===== config.mk =====
export PLATFORM = sky130hd
export DESIGN_NAME = sprite_loader
export DESIGN_NICKNAME = d
export VERILOG_FILES = /design/src/rtl/sprite_loader.sv
export SDC_FILE = /design/constraint.sdc
export NUM_CORES = 1
export LEC_CHECK = 0
export BUFFER_PORTS_ARGS = -buffer_cell sky130_fd_sc_hd__buf_2
export CAP_MARGIN = 15
export CORE_MARGIN = 2
export CORE_UTILIZATION = 56
export DETAILED_ROUTE_END_ITERATION = 6
export PLACE_DENSITY = 0.86
export SYNTH_ARGS = -nofsm -noshare
export SYNTH_HDL_FRONTEND = slang
export SYNTH_SLANG_ARGS = --single-unit

===== constraint.sdc =====
create_clock -name Clk_i -period 2.85 [get_ports Clk_i]
set_input_delay 0.57 -clock Clk_i [delete_from_list [all_inputs] [get_ports Clk_i]]
set_output_delay 0.57 -clock Clk_i [all_outputs]
set_load 0.05 [all_outputs]

===== src/rtl/sprite_loader.sv =====
`default_nettype none
// +----------------------------------------------------------------------------+
// | sprite_loader: parses sprite packets from a byte stream into frame RAM     |
// | writes. Revision: 1.0                                                      |
// +----------------------------------------------------------------------------+
module sprite_loader #(
  parameter int ADDR_W      = 19,
  parameter int NUM_SPRITES = 8,
  parameter int MAX_W_LOG2  = 9
) (
  input  logic                           Clk_i,
  input  logic                           Reset_i,
  input  logic [7:0]                     byte_in_i,
  input  logic                           byte_valid_i,
  output logic                           byte_ready_o,
  output logic [ADDR_W-1:0]              write_address_o,
  output logic [23:0]                    data_In_o,
  output logic                           we_o,
  output logic [$clog2(NUM_SPRITES)-1:0] sprite_sel_o,
  output logic                           busy_o,
  output logic                           load_done_o,
  output logic                           load_ok_o,
  output logic                           error_o
);

  localparam int         SEL_W         = $clog2(NUM_SPRITES);
  localparam int         WL_W          = $clog2(MAX_W_LOG2 + 1);
  localparam logic [7:0] C_SYNC        = 8'hA5;
  localparam logic [7:0] C_NUM_SPRITES = 8'(NUM_SPRITES);
  localparam logic [7:0] C_MAX_W_LOG2  = 8'(MAX_W_LOG2);

  typedef enum logic [3:0] {
    S_IDLE   = 4'd0,
    S_HDR_ID = 4'd1,
    S_HDR_W  = 4'd2,
    S_HDR_H  = 4'd3,
    S_PIX_R  = 4'd4,
    S_PIX_G  = 4'd5,
    S_PIX_B  = 4'd6,
    S_WRITE  = 4'd7,
    S_CHK    = 4'd8,
    S_DONE   = 4'd9
  } state_t;

  state_t            state_q;
  logic              byte_ready_q;
  logic              we_q;
  logic              load_done_q;
  logic              load_ok_q;
  logic              error_q;
  logic [ADDR_W-1:0] addr_q;
  logic [ADDR_W-1:0] cnt_q;
  logic [ADDR_W-1:0] pix_count_q;
  logic [23:0]       data_q;
  logic [SEL_W-1:0]  sel_q;
  logic [WL_W-1:0]   wlog2_q;
  logic [7:0]        csum_q;

  logic              accept;
  logic [ADDR_W-1:0] pix_count_d;
  logic [ADDR_W-1:0] cnt_d;

  assign accept      = byte_valid_i && byte_ready_q;
  assign pix_count_d = ADDR_W'(byte_in_i) << wlog2_q;
  assign cnt_d       = cnt_q + ADDR_W'(1);

  always_ff @(posedge Clk_i) begin
    if (!Reset_i) begin
      state_q      <= S_IDLE;
      byte_ready_q <= 1'b0;
      we_q         <= 1'b0;
      load_done_q  <= 1'b0;
      load_ok_q    <= 1'b0;
      error_q      <= 1'b0;
      addr_q       <= '0;
      cnt_q        <= '0;
      pix_count_q  <= '0;
      data_q       <= '0;
      sel_q        <= '0;
      wlog2_q      <= '0;
      csum_q       <= '0;
    end else begin
      // Strobes default low; ready only drops for the WRITE and DONE bubbles.
      we_q         <= 1'b0;
      error_q      <= 1'b0;
      load_done_q  <= 1'b0;
      byte_ready_q <= 1'b1;
      unique case (state_q)
        S_IDLE: begin
          if (accept && byte_in_i == C_SYNC) begin
            csum_q  <= '0;
            state_q <= S_HDR_ID;
          end
        end
        S_HDR_ID: begin
          if (accept) begin
            sel_q <= byte_in_i[SEL_W-1:0];
            if (byte_in_i >= C_NUM_SPRITES) begin
              error_q <= 1'b1;
              state_q <= S_IDLE;
            end else begin
              state_q <= S_HDR_W;
            end
          end
        end
        S_HDR_W: begin
          if (accept) begin
            if (byte_in_i > C_MAX_W_LOG2) begin
              error_q <= 1'b1;
              state_q <= S_IDLE;
            end else begin
              wlog2_q <= byte_in_i[WL_W-1:0];
              state_q <= S_HDR_H;
            end
          end
        end
        S_HDR_H: begin
          if (accept) begin
            if (byte_in_i == 8'd0) begin
              error_q <= 1'b1;
              state_q <= S_IDLE;
            end else begin
              pix_count_q <= pix_count_d;
              cnt_q       <= '0;
              state_q     <= S_PIX_R;
            end
          end
        end
        S_PIX_R: begin
          if (accept) begin
            data_q[23:16] <= byte_in_i;
            csum_q        <= csum_q ^ byte_in_i;
            state_q       <= S_PIX_G;
          end
        end
        S_PIX_G: begin
          if (accept) begin
            data_q[15:8] <= byte_in_i;
            csum_q       <= csum_q ^ byte_in_i;
            state_q      <= S_PIX_B;
          end
        end
        S_PIX_B: begin
          if (accept) begin
            data_q[7:0]  <= byte_in_i;
            csum_q       <= csum_q ^ byte_in_i;
            we_q         <= 1'b1;
            addr_q       <= cnt_q;
            byte_ready_q <= 1'b0;
            state_q      <= S_WRITE;
          end
        end
        S_WRITE: begin
          cnt_q   <= cnt_d;
          state_q <= (cnt_d == pix_count_q) ? S_CHK : S_PIX_R;
        end
        S_CHK: begin
          if (accept) begin
            load_ok_q    <= (byte_in_i == csum_q);
            error_q      <= (byte_in_i != csum_q);
            load_done_q  <= 1'b1;
            byte_ready_q <= 1'b0;
            state_q      <= S_DONE;
          end
        end
        S_DONE: begin
          state_q <= S_IDLE;
        end
        default: begin
          state_q <= S_IDLE;
        end
      endcase
    end
  end

  assign byte_ready_o    = byte_ready_q;
  assign write_address_o = addr_q;
  assign data_In_o       = data_q;
  assign we_o            = we_q;
  assign sprite_sel_o    = sel_q;
  assign busy_o          = (state_q != S_IDLE);
  assign load_done_o     = load_done_q;
  assign load_ok_o       = load_ok_q;
  assign error_o         = error_q;

endmodule
`default_nettype wire


* After elaboration in Yosys (flattened, before gate mapping)
Index checks and enable logic that the tools add are counted.
Storage, ports and cells: logic and storage cells 95, bits in read-only memories 0, flip-flop bits (word level) 105, bits in latches 0, memories 0, output and inout bits 52, bits of input ports 11, memory bits (writable) 0
Operators by class: multiplexer cells 30, reductions and logical operators 21, equal/unequal tests 22, bitwise logic cells 3, order comparisons 2, shifts and indexed selects 1, $mul 0, add/sub/neg operators 1, div/mod/pow operators 0
Operators with widths (count):
- 2-to-1 mux 19 bit | 2
- one-hot mux 19 bit (2 select lines) | 1
- 2-to-1 mux 4 bit | 9
- one-hot mux 4 bit (9 select lines) | 1
- adder 19 x 1 -> 19 bit, second input constant | 1
- equality test 19 bit | 1
- << shifter 8 x 4 -> 19 bit | 1
- inequality test 2 bit, second input constant | 9
- equality test 4 x 3 -> 1 bit, second input constant | 4
- 2-to-1 mux 8 bit | 2
- one-hot mux 8 bit (2 select lines) | 1
- AND reduction 2 bit | 7
- AND reduction 3 bit | 4
- 2-to-1 mux 1 bit | 10
- equality test 4 x 2 -> 1 bit, second input constant | 2
- equality test 8 bit | 1
- equality test 8 bit, second input constant | 1
- >= comparator 8 x 4 -> 1 bit, second input constant | 1
- > comparator 8 x 4 -> 1 bit, second input constant | 1
- logical NOT 8 bit | 1
- inequality test 8 bit | 1
- AND reduction 8 bit | 1
- XOR 8 bit | 1
- equality test 4 x 1 -> 1 bit, second input constant | 1
- 12 further kinds | 16

* Depth between registers and ports, before layout
depth in word-level cells 4, depth in mapped cells 9, depth with buffers taken out 7

* Worst setup path after synthesis
No wires, ideal clock.
path kind reg2reg, start point register cnt_q[0], end point register state_q[2], period minus slack after synthesis 2.139 ns, cell stages (with the launch flop) 8, path slack 0.711 ns, arrival time 2.001 ns, path through dfxtp_1 > ha_1 > nand3_4 > nor4_4 > a21oi_1 > nor4b_1 > and4_4 > a41oi_2
On the way: cells in the longest elaborated chain, start to end 4
Ends and longest elaborated chain:
- start, declared | line 52 | logic [ADDR_W-1:0] cnt_q;
- start signal, assigned | line 154 | cnt_q <= cnt_d;
- adder 19 x 1 -> 19 bit | line 65 | assign cnt_d = cnt_q + ADDR_W'(1);
- equality test 19 bit | line 155 | state_q <= (cnt_d == pix_count_q) ? S_CHK : S_PIX_R;
- 2-to-1 mux 4 bit | line 155
- one-hot mux 4 bit (9 select lines) | line 88 | unique case (state_q)
- end signal, assigned | line 155
- end, declared | line 45 | state_t state_q;
No other way between the ends. A chain may end at the register's enable or synchronous reset.

* Final worst setup path
Ends and elaborated chain as after synthesis.

==> metrics.md <==
| Metric | Value |
|---|---|
| GRT Resource Usage Total | `25.71%` |
| Drt wl/cell | `15.94 um` |
| Crit end category | `flop` |
| GP Congestion | `0.9530` |
| Core area | `0.009328 mm^2` |
| Initial drt markers | `314` |
| DRC | `0` |
| Die X | `102.5 um` |
| Clk root buf | `clkbuf_8` |
| H-tree Lvls | `3` |
| Hold Worst Slack | `453.7 ps` |
| Cell Area, Synth | `0.005435 mm^2` |
| Asr flop ratio synth | `0%` |
| Die Y | `102.5 um` |
| CTS-repair resized insts | `0` |
| Skew-Pair Late Insertion Delay | `370 ps` |
| Status | `completed` |
| Final Slew Violations | `0` |
| Tot Pwr | `2.466 mW` |
| Type of origin of the critical path | `flop` |
| Tcrit/Tclk final | `88.54%` |
| Pre-CTS setup slack | `206.8 ps` |
| Post-synthesis sequential area ratio | `38.67%` |
| CP Class | `reg -> reg` |
| DR vias/cell | `5.993` |
| Final setup violation count | `0` |
| Final WL | `13.23 mm` |
| Initial antenna violation count | `0` |
| Total die area | `0.01051 mm^2` |
| Pin count of the biggest net entering global routing | `40` |
| Post-synth EDFFs | `0` |
| Required time of the critical path | `3090 ps` |
| Rows | `35` |
| Vias | `4,974` |
| Crit path time final | `2523 ps` |
| Global route overflow | `0` |
| Hold Buf Count CTS | `0` |
| Clk slew on worst S/H paths | `90 ps` |
| Synthesized area per cell | `8.223 um^2` |
| Yosys reg bits | `105` |
| IO Pins | `63` |
| CTS tree | `done` |
| Vias in the first global route | `4,702` |
| CTS sink cnt | `105` |
| Post-route cell area | `0.005952 mm^2` |
| Max Root-Sink Buffers | `2` |
| Worst-case clock skew | `7.537 ps` |
| CTS Buf Count | `9` |
| Fin. Hold Viols | `0` |
| RSZ-0062 raised after global routing | `no` |
| P&R area growth vs syn | `9.507%` |
| First-pass GRT wire length | `21.69 mm` |
| Leak | `2.213 nW` |
| DR pass1 iterations | `5` |
| CP arrival | `2760 ps` |
| Util after Layout | `63.81%` |
| Post CTS Setup Buffer Count | `0` |
| CP Max Fanout | `10` |
| Post-route setup TNS | `0 ps` |
| Synthesis Warnings | `0` |
| Post-Place Cells | `814` |
| Rel. slew slack | `43.09%` |
| PortBufs | `62` |
| Worst slew pin tran | `849.0 ps` |
| Post-Syn Nets | `673` |
| Power per cell area | `414.3 mW/mm^2` |
| Starting Density | `58.27%` |
| Layout cells sized above 1 | `17.12%` |
| Worst vdd ir | `0.2764 mV` |
| Max-cap viol count | `0` |
| FMAX | `0.3963 GHz` |
| Synthesized instance count | `661` |
| Post-Place Cell Area | `0.005754 mm^2` |
| Final nets | `708` |
| Leading cell type in the layout, fill and taps excluded | `dfxtp_1` |
| Top_reg_cell synth | `dfxtp_1` |
| Non-Filler Instances | `830` |
| Estimated wirelength of the detail-placed design | `9.314 mm` |
| Ant diodes | `0` |
| Hold WC Path Type | `reg -> reg` |
| Commonest cells after routing, fill and taps aside | `dfxtp_1 (105), nand2_1 (94), nor2_1 (81), a21oi_1 (66), buf_2 (62)` |
| Detail Route Antenna Nets | `0` |
| Final critical-path setup slack | `326.5 ps` |
| Synth cell types | `65` |
==> flip-flops by register name, summed over array words and instances (netlist names) <==
name / flops
byte_ready_o: 1
cnt_q: 19
csum_q: 8
data_In_o: 24
error_o: 1
load_done_o: 1
load_ok_o: 1
pix_count_q: 19
sprite_sel_o: 3
state_q: 4
we_o: 1
wlog2_q: 4
write_address_o: 19
==> layout make-up <==
class / instances / area [um^2]
clock buffer: 13 / 168.9
clock inverter: 3 / 22.52
fill: 766 / 3376
inverter: 7 / 26.28
multi-input combinational: 497 / 3043
sequential: 105 / 2102
tap: 129 / 161.4
timing repair buffer: 76 / 427.9
==> final timing paths <==
| check | start | to | slack (ps) | depth (start not counted) |
|---|---|---|---|---|
| worst max register to register | cnt_q[0] | state_q[2] | 330 | 7 |
| worst min-delay path | data_In_o[5] | data_In_o[5] | 450 | 2 |
| worst min register to register | data_In_o[5] | data_In_o[5] | 450 | 2 |
| worst max-delay path | cnt_q[0] | state_q[2] | 330 | 7 |
==> worst max-delay path: stages, from the launching register on <==
cell      delay [ps]
dfxtp_1          520
ha_1             340
nand3_4          190
nor3_1           390
xnor2_1          170
o311ai_0         180
nor4_2           460
a41oi_2          160
==> cells by family after synthesis <==
family,Yosys count,share of synthesized area (%)
AND/OR/NAND/NOR,276,26.22
buffers and inverters,59,5.456
AO/OA/AOI/OAI,140,15.45
adder cells (fa/ha/maj),1,0.2302
XOR/XNOR,37,5.962
multiplexers,43,8.011
flip-flops,105,38.67
==> power breakdown <==
part           total, mW  switching [mW]  internal (mW)
Clock              0.892           0.498          0.394
Combinational      0.107          0.0762         0.0305
Sequential          1.47        0.000701           1.47
Total               2.47           0.575           1.89
==> per-layer routing <==
metal | vias to the layer above | routed length, um | track usage (%)
li1 | 2370 | - | -
met1 | 2342 | 5491 | 30.49
met2 | 218 | 6485 | 45.00
met3 | 44 | 826 | 5.356
met4 | 0 | 426 | 11.08
met5 | - | 0 | 0
==> synth_stat cells (all sizes together) (2+ instances only) <==
| master | n | share of area [%] |
|---|---|---|
| and2 | 7 | 0.81 |
| nor3b | 2 | 0.28 |
| a211oi | 4 | 0.64 |
| or3 | 5 | 0.58 |
| dfxtp | 105 | 39 |
| mux2 | 4 | 0.83 |
| nor4 | 11 | 2.2 |
| nand4 | 10 | 1.7 |
| nand4b | 2 | 0.32 |
| buf | 21 | 2.3 |
| mux2i | 39 | 7.2 |
| or4 | 2 | 0.41 |
| xnor2 | 30 | 4.8 |
| clkbuf | 31 | 2.7 |
| o311ai | 3 | 0.81 |
| nor3 | 19 | 2.0 |
| nor2b | 4 | 0.46 |
| nand2 | 95 | 6.6 |
| or2 | 3 | 0.35 |
| and3 | 4 | 0.46 |
| a21oi | 66 | 6.1 |
| a31oi | 5 | 0.58 |
| xor2 | 7 | 1.1 |
| inv | 6 | 0.41 |
| o21ai | 37 | 3.4 |
| o221ai | 4 | 0.64 |
| a22oi | 4 | 0.55 |
| nand3b | 12 | 1.7 |
| o31ai | 2 | 0.28 |
| nand3 | 13 | 1.7 |
| nor2 | 82 | 5.8 |
| o21a | 3 | 0.41 |
| a32oi | 2 | 0.32 |
Note: power is estimated with default switching activity, not from simulation.
